File: config.mk
export PLATFORM = sky130hd
export DESIGN_NAME = cgra_input_stream_dma
export DESIGN_NICKNAME = d
export VERILOG_FILES = /design/src/rtl/cgra_input_stream_dma.sv
export SDC_FILE = /design/constraint.sdc
export NUM_CORES = 1
export LEC_CHECK = 0
export ABC_AREA = 1
export CAP_MARGIN = 20
export CORE_MARGIN = 3
export CORE_UTILIZATION = 40
export DETAILED_ROUTE_END_ITERATION = 10
export MAX_ROUTING_LAYER = met4
export PLACE_DENSITY = 0.58
export REMOVE_ABC_BUFFERS = 1
export SYNTH_ARGS = -nofsm -noshare
export SYNTH_HDL_FRONTEND = slang
export SYNTH_SLANG_ARGS = --single-unit
File: constraint.sdc
create_clock -name clk_i -period 4.4 [get_ports clk_i]
set_input_delay 1.1 -clock clk_i [delete_from_list [all_inputs] [get_ports clk_i]]
set_output_delay 1.1 -clock clk_i [all_outputs]
set_load 0.005 [all_outputs]
File: src/rtl/cgra_input_stream_dma.sv
// Strided read DMA channel feeding one CGRA input node. It issues OBI-style word reads,
// buffers responses in a small FIFO and streams them out over valid/ready.
module cgra_input_stream_dma #(
    parameter int unsigned FIFO_DEPTH = 4,
    parameter int unsigned ADDR_WIDTH = 32,
    parameter int unsigned DATA_WIDTH = 32
) (
    input  logic                  clk_i,
    input  logic                  rst_ni,
    input  logic                  start_i,
    input  logic                  abort_i,
    input  logic [ADDR_WIDTH-1:0] base_addr_i,
    input  logic [15:0]           size_i,
    input  logic [15:0]           stride_i,
    output logic                  mem_req_o,
    output logic [ADDR_WIDTH-1:0] mem_addr_o,
    input  logic                  mem_gnt_i,
    input  logic                  mem_rvalid_i,
    input  logic [DATA_WIDTH-1:0] mem_rdata_i,
    output logic [DATA_WIDTH-1:0] data_o,
    output logic                  valid_o,
    input  logic                  ready_i,
    output logic                  busy_o,
    output logic                  done_o
);

    localparam int unsigned PtrW = $clog2(FIFO_DEPTH);
    localparam int unsigned CntW = PtrW + 1;
    localparam logic [CntW:0] DepthLim = (CntW + 1)'(FIFO_DEPTH);

    typedef enum logic [1:0] {StIdle, StRun, StFlush} state_e;

    state_e                state_q, state_d;
    logic [ADDR_WIDTH-1:0] addr_q, addr_d;
    logic [15:0]           size_q, size_d;
    logic [15:0]           stride_q, stride_d;
    logic [15:0]           req_cnt_q, req_cnt_d;
    logic [15:0]           del_cnt_q, del_cnt_d;
    logic [CntW-1:0]       outst_q, outst_d;
    logic [CntW-1:0]       count_q, count_d;
    logic [PtrW-1:0]       wptr_q, wptr_d;
    logic [PtrW-1:0]       rptr_q, rptr_d;
    logic                  done_q, done_d;
    logic [DATA_WIDTH-1:0] fifo_q [FIFO_DEPTH];

    logic [CntW:0]         credit_used;
    logic                  req, grant, rsp, push, pop;

    // A pop in this cycle already frees a slot, which keeps one word per cycle at depth 2.
    always_comb begin
        pop         = (count_q != '0) && ready_i;
        credit_used = {1'b0, outst_q} + {1'b0, count_q} - (CntW + 1)'(pop);
        req         = (state_q == StRun) && (req_cnt_q < size_q) && (credit_used < DepthLim);
        grant       = req && mem_gnt_i;
        rsp         = mem_rvalid_i && (state_q != StIdle) && (outst_q != '0);
        push        = rsp && (state_q == StRun);
    end

    always_comb begin
        state_d   = state_q;
        addr_d    = addr_q;
        size_d    = size_q;
        stride_d  = stride_q;
        req_cnt_d = req_cnt_q;
        del_cnt_d = del_cnt_q;
        wptr_d    = wptr_q;
        rptr_d    = rptr_q;
        done_d    = done_q;
        outst_d   = outst_q + CntW'(grant) - CntW'(rsp);
        count_d   = count_q + CntW'(push) - CntW'(pop);

        if (grant) begin
            req_cnt_d = req_cnt_q + 16'd1;
            addr_d    = addr_q + ADDR_WIDTH'(stride_q);
        end
        if (push) wptr_d = wptr_q + PtrW'(1);
        if (pop) begin
            rptr_d    = rptr_q + PtrW'(1);
            del_cnt_d = del_cnt_q + 16'd1;
        end
        if (abort_i) done_d = 1'b0;

        unique case (state_q)
            StIdle: begin
                if (start_i && !abort_i) begin
                    if (size_i == 16'd0) begin
                        done_d = 1'b1;
                    end else begin
                        addr_d    = base_addr_i;
                        size_d    = size_i;
                        stride_d  = stride_i;
                        req_cnt_d = 16'd0;
                        del_cnt_d = 16'd0;
                        done_d    = 1'b0;
                        state_d   = StRun;
                    end
                end
            end
            StRun: begin
                if (abort_i) begin
                    count_d = '0;
                    wptr_d  = '0;
                    rptr_d  = '0;
                    state_d = (outst_d != '0) ? StFlush : StIdle;
                end else if (pop && (del_cnt_d == size_q)) begin
                    done_d  = 1'b1;
                    state_d = StIdle;
                end
            end
            StFlush: begin
                if (outst_d == '0) state_d = StIdle;
            end
            default: state_d = StIdle;
        endcase
    end

    always_ff @(posedge clk_i or negedge rst_ni) begin
        if (!rst_ni) begin
            state_q   <= StIdle;
            addr_q    <= '0;
            size_q    <= '0;
            stride_q  <= '0;
            req_cnt_q <= '0;
            del_cnt_q <= '0;
            outst_q   <= '0;
            count_q   <= '0;
            wptr_q    <= '0;
            rptr_q    <= '0;
            done_q    <= 1'b0;
        end else begin
            state_q   <= state_d;
            addr_q    <= addr_d;
            size_q    <= size_d;
            stride_q  <= stride_d;
            req_cnt_q <= req_cnt_d;
            del_cnt_q <= del_cnt_d;
            outst_q   <= outst_d;
            count_q   <= count_d;
            wptr_q    <= wptr_d;
            rptr_q    <= rptr_d;
            done_q    <= done_d;
        end
    end

    // Storage needs no reset: data_o is gated by the occupancy count.
    always_ff @(posedge clk_i) begin
        if (push) fifo_q[wptr_q] <= mem_rdata_i;
    end

    assign mem_req_o  = req;
    assign mem_addr_o = addr_q;
    assign valid_o    = (count_q != '0);
    assign data_o     = valid_o ? fifo_q[rptr_q] : '0;
    assign busy_o     = (state_q != StIdle);
    assign done_o     = done_q;

endmodule
==> results.sh, run 1 <==
export IMPL_status="completed"
export IMPL_fin_crit_sh_pct=94.54
export IMPL_ios=171
export IMPL_gp_congestion=0.8812
export IMPL_seq_area_frac_synth_pct=51.32
export IMPL_num_rows=64
export IMPL_layout_commonest_cell="nand2_1"
export IMPL_layout_min_cycle_time_ns=4.160
export IMPL_min_to="stride_q[6]"
export IMPL_dp_cells=2069
export IMPL_fp_coreArea_um2=31070
export IMPL_h_tree_depth=1
export IMPL_dr_pass1_iters=5
export IMPL_cts_max_path_buffers=3
export IMPL_fmax_mhz=240.4
export IMPL_netlist_top_cell_by_area="edfxtp_1"
export IMPL_hold_viol_final=0
export IMPL_power_leakage_uw=0.006858
export IMPL_critPathCaptureType="output pin"
export IMPL_place_hpwl_um=23410
export IMPL_port_buffers=170
export IMPL_wire_per_inst_um=15.76
export IMPL_nNetsFinal=1853
export IMPL_cts_root_buffer="clkbuf_16"
export IMPL_synth_top_area_share_pct=30.02
export IMPL_antenna_found_initial=3
export IMPL_crit_arrival_ns=3.06
export IMPL_place_area_um2=15010
export IMPL_via_per_inst=5.010
export IMPL_synth_seq_cells=237
export IMPL_cp_max_fo=2
export IMPL_cap_violations=0
export IMPL_nFillCells=2971
export IMPL_clk_latency_ns=0.55
export IMPL_grt_pass1_wl_um=53620
export IMPL_maxSlewViolCount=0
export IMPL_total_power_uw=10450
export IMPL_die_x_um=184.9
export IMPL_grt_ovfl_total=0
export IMPL_syn2layout_area_growth_pct=24.25
export IMPL_fin_area_um2=15910
export IMPL_p_switching_uw=4188
export IMPL_p_int_uw=6266
export IMPL_ant_nets=0
export IMPL_whs_ns=0.4754
export IMPL_power_per_cell_area_nw_per_um2=657.2
export IMPL_grt_pass1_vias=10223
export IMPL_syn_inst=1536
export IMPL_reg2reg_depth=20
export IMPL_drive_gt1_share_pct=5.688
export IMPL_vias=10627
export IMPL_combPwrFrac_pct=48.2
export IMPL_rr_endpoint="state_q[1]"
export IMPL_finClkSkew_ns=0.01170
export IMPL_cts_tree="yes"
export IMPL_synthTopCellsByArea="edfxtp_1 (30%), dfrtp_1 (21%), nand2_1 (11%)"
export IMPL_final_cells=2121
export IMPL_drt_iter0_markers=601
export IMPL_hold_class="reg -> reg"
export IMPL_cts_buffers=27
export IMPL_drc=0
export IMPL_finalSetupViolations=0
export IMPL_required_ns=3.30
export IMPL_r2r_slack_ns=0.94
export IMPL_crit_path_start_kind="input port"
export IMPL_cts_hold_buffers_added=0
export IMPL_relSlewSlack_pct=45.66
export IMPL_min_delay_start="stride_q[6]"
export IMPL_ys_warn_count=0
export IMPL_synth_cell_type_count=40
export IMPL_vdd_drop_max_mv=0.3215
export IMPL_swShare_pct=40.06
export IMPL_r2r_start="outst_q[2]"
export IMPL_seqPwrFrac_pct=30.6
export IMPL_die_h_um=184.9
export IMPL_clkTransAtPathRegs_ns=0.05
export IMPL_grt_max_degree=76
export IMPL_grt_setup_unrepaired="no"
export IMPL_syn_cell_area_um2=12800
export IMPL_cts_sinks=237
export IMPL_worstMarginPinSlew_ns=0.8151
export IMPL_die_area_um2=34190
export IMPL_start_util_pct=41.21
export IMPL_routed_wl_um=33420
export IMPL_final_cell_mix="nand2_1 (366), nor2_1 (218), clkdlybuf4s50_1 (168), inv_1 (159), edfxtp_1 (128)"
export IMPL_track_usage_pct=19.95
export IMPL_avgSynthCellArea_um2=8.336
export IMPL_path_class="in -> out"
export IMPL_power_share_clock_pct=21.2
export IMPL_whs_path_depth=2
## worst max path at each step
stage / slack, ns / to / depth (start not counted) / start
global placement: -0.04 / mem_req_o / 14 / ready_i
floorplan: -3.91 / mem_addr_o[11] / 9 / size_i[7]
detailed placement: -0.06 / mem_req_o / 14 / ready_i
finish: 0.24 / mem_req_o / 14 / ready_i
global route: 0.06 / mem_req_o / 14 / ready_i
CTS: 0.21 / mem_req_o / 14 / ready_i
## kinds of logic (layout without fill, tap and decap cells)
logic type,after synthesis,in the layout,share of synthesized area [%]
buffers and inverters,220,407,6.772
adder cells (fa/ha/maj),47,47,4.769
AND/OR/NAND/NOR,775,775,25.25
AO/OA/AOI/OAI,213,213,8.766
flip-flops,237,237,51.32
XOR/XNOR,44,44,3.117
other,0,2,0
## registers in the layout, indices dropped and copies added (netlist names)
name,flops
outst_q,3
done_o,1
req_cnt_q,16
stride_q,16
state_q,2
count_q,3
fifo_q,128
mem_addr_o,32
del_cnt_q,16
wptr_q,2
rptr_q,2
size_q,16
## power by group through the flow
stage | clock [uW] | sequential (uW) | combinational [uW]
floorplan | 0 | 3220 | 3000
global placement | 0 | 3250 | 5010
detailed placement | 0 | 3240 | 5070
CTS | 2280 | 3210 | 5100
global route | 2380 | 3270 | 5750
finish | 2210 | 3200 | 5040
## synthesized netlist by cell type, drive strengths merged
| library cell | n |
|---|---|
| nand4 | 25 |
| nand2 | 368 |
| dfrtp | 109 |
| a21oi | 69 |
| clkinv | 1 |
| nand3b | 3 |
| nor4 | 8 |
| xnor3 | 1 |
| xnor2 | 7 |
| buf | 21 |
| xor2 | 36 |
| a21boi | 1 |
| fa | 3 |
| nor2 | 226 |
| and3 | 2 |
| o311a | 1 |
| edfxtp | 128 |
| or2 | 14 |
| inv | 162 |
| a31oi | 1 |
| nor3 | 22 |
| a21o | 3 |
| o21a | 4 |
| ha | 44 |
| o211ai | 3 |
| nand3 | 106 |
| o21ai | 128 |
| o21bai | 3 |
| clkbuf | 36 |
| or3b | 1 |
## final cells by class
cell class / count / area (um2) / area share, %
sequential: 237 / 6573 / 41.32
multi-input combinational: 1079 / 5380 / 33.82
inverter: 163 / 611.8 / 3.846
antenna: 2 / 5.005 / 0.03146
clock buffer: 42 / 803.3 / 5.050
tap: 396 / 495.5 / 3.115
clock inverter: 7 / 78.83 / 0.4955
timing repair buffer: 195 / 1961 / 12.32
## worst max-delay path: stages
cell and delay [ns]:
clkdlybuf4s50_1 0.48, inv_1 0.08, a21oi_4 0.12, nand2_2 0.07, ha_1 0.28, nand2_1 0.05, inv_1 0.05, nand2_1 0.06
nand2_1 0.07, nand2_1 0.05, nand2_1 0.09, nand3_2 0.09, nor2_4 0.20, dlygate4sd2_1 0.27
## repair_timing
item                                   CTS  global route
endpoints found under the hold margin    0             0
setup endpoints to repair                1             0
gates resized for setup                  1             0
buffers inserted                         1             0
## layer usage
metal | part of all wire, % | vias up | track usage, %
li1 | - | 5378 | -
met2 | 47 | 229 | 33.33
met3 | 4.4 | 43 | 2.887
met5 | 0 | - | -
met1 | 46 | 4977 | 26.17
met4 | 2.0 | 0 | 4.022
## through the flow
step	setup TNS [ns]	worst slack, ns	util (%)
after global placement	-0.04301	-0.04301	48.32
after global routing	0	0.06413	51.20
final	0	0.2400	51.20
after CTS	0	0.2062	51.18
after detailed placement	-0.06696	-0.05723	48.32
after floorplan	-252.40	-3.909	-
Note: power is estimated with default switching activity, not from simulation.
==> run 2: changes to the inputs <==
--- a/config.mk
+++ b/config.mk
@@ -11,7 +11,7 @@
 export CORE_UTILIZATION = 40
 export DETAILED_ROUTE_END_ITERATION = 10
 export MAX_ROUTING_LAYER = met4
-export PLACE_DENSITY = 0.58
+export PLACE_DENSITY_LB_ADDON = 0.12
 export REMOVE_ABC_BUFFERS = 1
 export SYNTH_ARGS = -nofsm -noshare
 export SYNTH_HDL_FRONTEND = slang
==> run 2 against run 1 <==
Clock power fell by 4%. Die area is the same. Non-clock buffer count shrank 1. Cell count barely moved. Sequential cell count unchanged. Critical path depth did not move. Clock skew decreased by 0.0050 ns. Largest cell class unchanged. Largest power group unchanged.
==> results.sh, run 2 (synthesis results as in run 1) <==
export IMPL_status="completed"
export IMPL_routed_wl_um=33320
export IMPL_drive_gt1_share_pct=5.575
export IMPL_grt_max_degree=76
export IMPL_relSlewSlack_pct=45.72
export IMPL_crit_path_start_kind="input port"
export IMPL_crit_arrival_ns=3.14
export IMPL_r2r_slack_ns=1.06
export IMPL_cts_root_buffer="clkbuf_16"
export IMPL_fp_coreArea_um2=31070
export IMPL_rr_endpoint="state_q[1]"
export IMPL_place_hpwl_um=22870
export IMPL_p_switching_uw=4175
export IMPL_finalSetupViolations=0
export IMPL_swShare_pct=40.33
export IMPL_largest_register_ffs=128
export IMPL_ios=171
export IMPL_fmax_mhz=236.1
export IMPL_seqPwrFrac_pct=31.0
export IMPL_hold_viol_final=0
export IMPL_cts_sinks=237
export IMPL_critPathCaptureType="output pin"
export IMPL_whs_path_depth=2
export IMPL_die_x_um=184.9
export IMPL_clk_latency_ns=0.54
export IMPL_finClkSkew_ns=0.006685
export IMPL_gp_congestion=0.9164
export IMPL_maxSlewViolCount=0
export IMPL_vdd_drop_max_mv=0.2584
export IMPL_dr_pass1_iters=4
export IMPL_layout_min_cycle_time_ns=4.236
export IMPL_clkTransAtPathRegs_ns=0.05
export IMPL_final_util_pct=50.89
export IMPL_combPwrFrac_pct=48.6
export IMPL_nFillCells=2973
export IMPL_path_class="in -> out"
export IMPL_layout_commonest_cell="nand2_1"
export IMPL_drc=0
export IMPL_final_cells=2119
export IMPL_cts_tree="yes"
export IMPL_grt_pass1_vias=10363
export IMPL_port_buffers=170
export IMPL_wire_per_inst_um=15.72
export IMPL_via_per_inst=5.016
export IMPL_die_area_um2=34190
export IMPL_grt_setup_unrepaired="no"
export IMPL_start_util_pct=41.21
export IMPL_power_share_clock_pct=20.5
export IMPL_cts_buffers=27
export IMPL_die_h_um=184.9
export IMPL_p_int_uw=6176
export IMPL_reg2reg_depth=19
export IMPL_nNetsFinal=1852
export IMPL_largest_register="fifo_q"
export IMPL_grt_ovfl_total=0
export IMPL_ant_nets=0
export IMPL_cap_violations=0
export IMPL_cp_max_fo=3
export IMPL_syn2layout_area_growth_pct=23.50
export IMPL_power_per_cell_area_nw_per_um2=654.6
export IMPL_worstMarginPinSlew_ns=0.8142
export IMPL_r2r_start="outst_q[2]"
export IMPL_final_cell_mix="nand2_1 (366), nor2_1 (218), clkdlybuf4s50_1 (168), inv_1 (159), edfxtp_1 (128)"
export IMPL_min_to="stride_q[10]"
export IMPL_required_ns=3.30
export IMPL_min_delay_start="stride_q[10]"
export IMPL_power_leakage_uw=0.006821
export IMPL_drt_iter0_markers=613
export IMPL_fin_crit_sh_pct=96.28
export IMPL_cts_max_path_buffers=3
export IMPL_num_rows=64
export IMPL_vias=10628
export IMPL_dp_cells=2069
export IMPL_h_tree_depth=1
export IMPL_grt_pass1_wl_um=53420
export IMPL_hold_class="reg -> reg"
export IMPL_antenna_found_initial=1
export IMPL_track_usage_pct=19.87
## run 2: worst max-delay path by stage
stage	from	to	slack (ns)	cells past startpoint
6_report	ready_i	mem_req_o	0.16	14
5_1_grt	ready_i	mem_req_o	0.04	14
4_1_cts	ready_i	mem_req_o	0.15	14
3_5_place_dp	ready_i	mem_req_o	-0.09	14
3_3_place_gp	ready_i	mem_req_o	-0.06	14
2_1_floorplan	size_i[7]	mem_addr_o[11]	-3.91	9
## run 2: layout make-up
cell class / count / area, um2 / area share [%]
Sequential cell: 237 / 6573 / 41.57
Multi-Input combinational cell: 1079 / 5380 / 34.02
Timing Repair Buffer: 194 / 1916 / 12.11
Clock buffer: 38 / 737.0 / 4.661
Inverter: 163 / 611.8 / 3.869
Tap cell: 396 / 495.5 / 3.133
Clock inverter: 11 / 97.59 / 0.6172
Antenna cell: 1 / 2.502 / 0.01583
## run 2: critical path, stage by stage
cell,delay (ns)
clkdlybuf4s50_1,0.51
inv_1,0.09
a21oi_4,0.13
nand2_2,0.08
ha_1,0.31
nand2_1,0.06
inv_1,0.05
nand2_1,0.06
nand2_1,0.07
nand2_1,0.05
nand2_1,0.09
nand3_2,0.09
nor2_4,0.15
dlygate4sd2_1,0.30
## run 2: power groups by stage
stage / clock network (uW) / registers [uW] / logic [uW]
2_1_floorplan: 0 / 3220 / 3000
3_3_place_gp: 0 / 3240 / 4970
3_5_place_dp: 0 / 3240 / 5040
4_1_cts: 2180 / 3210 / 5080
5_1_grt: 2280 / 3270 / 5760
6_report: 2120 / 3200 / 5030
## run 2: metrics by stage
stage	hold WS, ns	total power, uW	setup TNS [ns]	cell area, um2	setup slack, ns
2_1_floorplan	0.4459	6218	-252.40	12550	-3.909
3_3_place_gp	0.4622	8214	-0.05757	14980	-0.05757
3_5_place_dp	0.4637	8286	-0.1274	14980	-0.08799
4_1_cts	0.4776	10480	0	15810	0.1495
5_1_grt	0.5023	11310	0	15810	0.04322
6_report	0.4768	10350	0	15810	0.1639
## run 2: routing by layer
layer / track usage [%] / up-vias / routed length, um
met4: 4.262 / 0 / 699
met1: 26.57 / 4957 / 15380
li1: - / 5367 / -
met2: 32.75 / 257 / 15620
met3: 2.494 / 47 / 1616
met5: - / - / 0
## run 2: what timing repair did
action / 4_1_cts / 5_1_grt
hold buffers: 0 / 0
setup endpoints to repair: 1 / 0
gates resized for setup: 1 / 0
setup buffers: 0 / 0
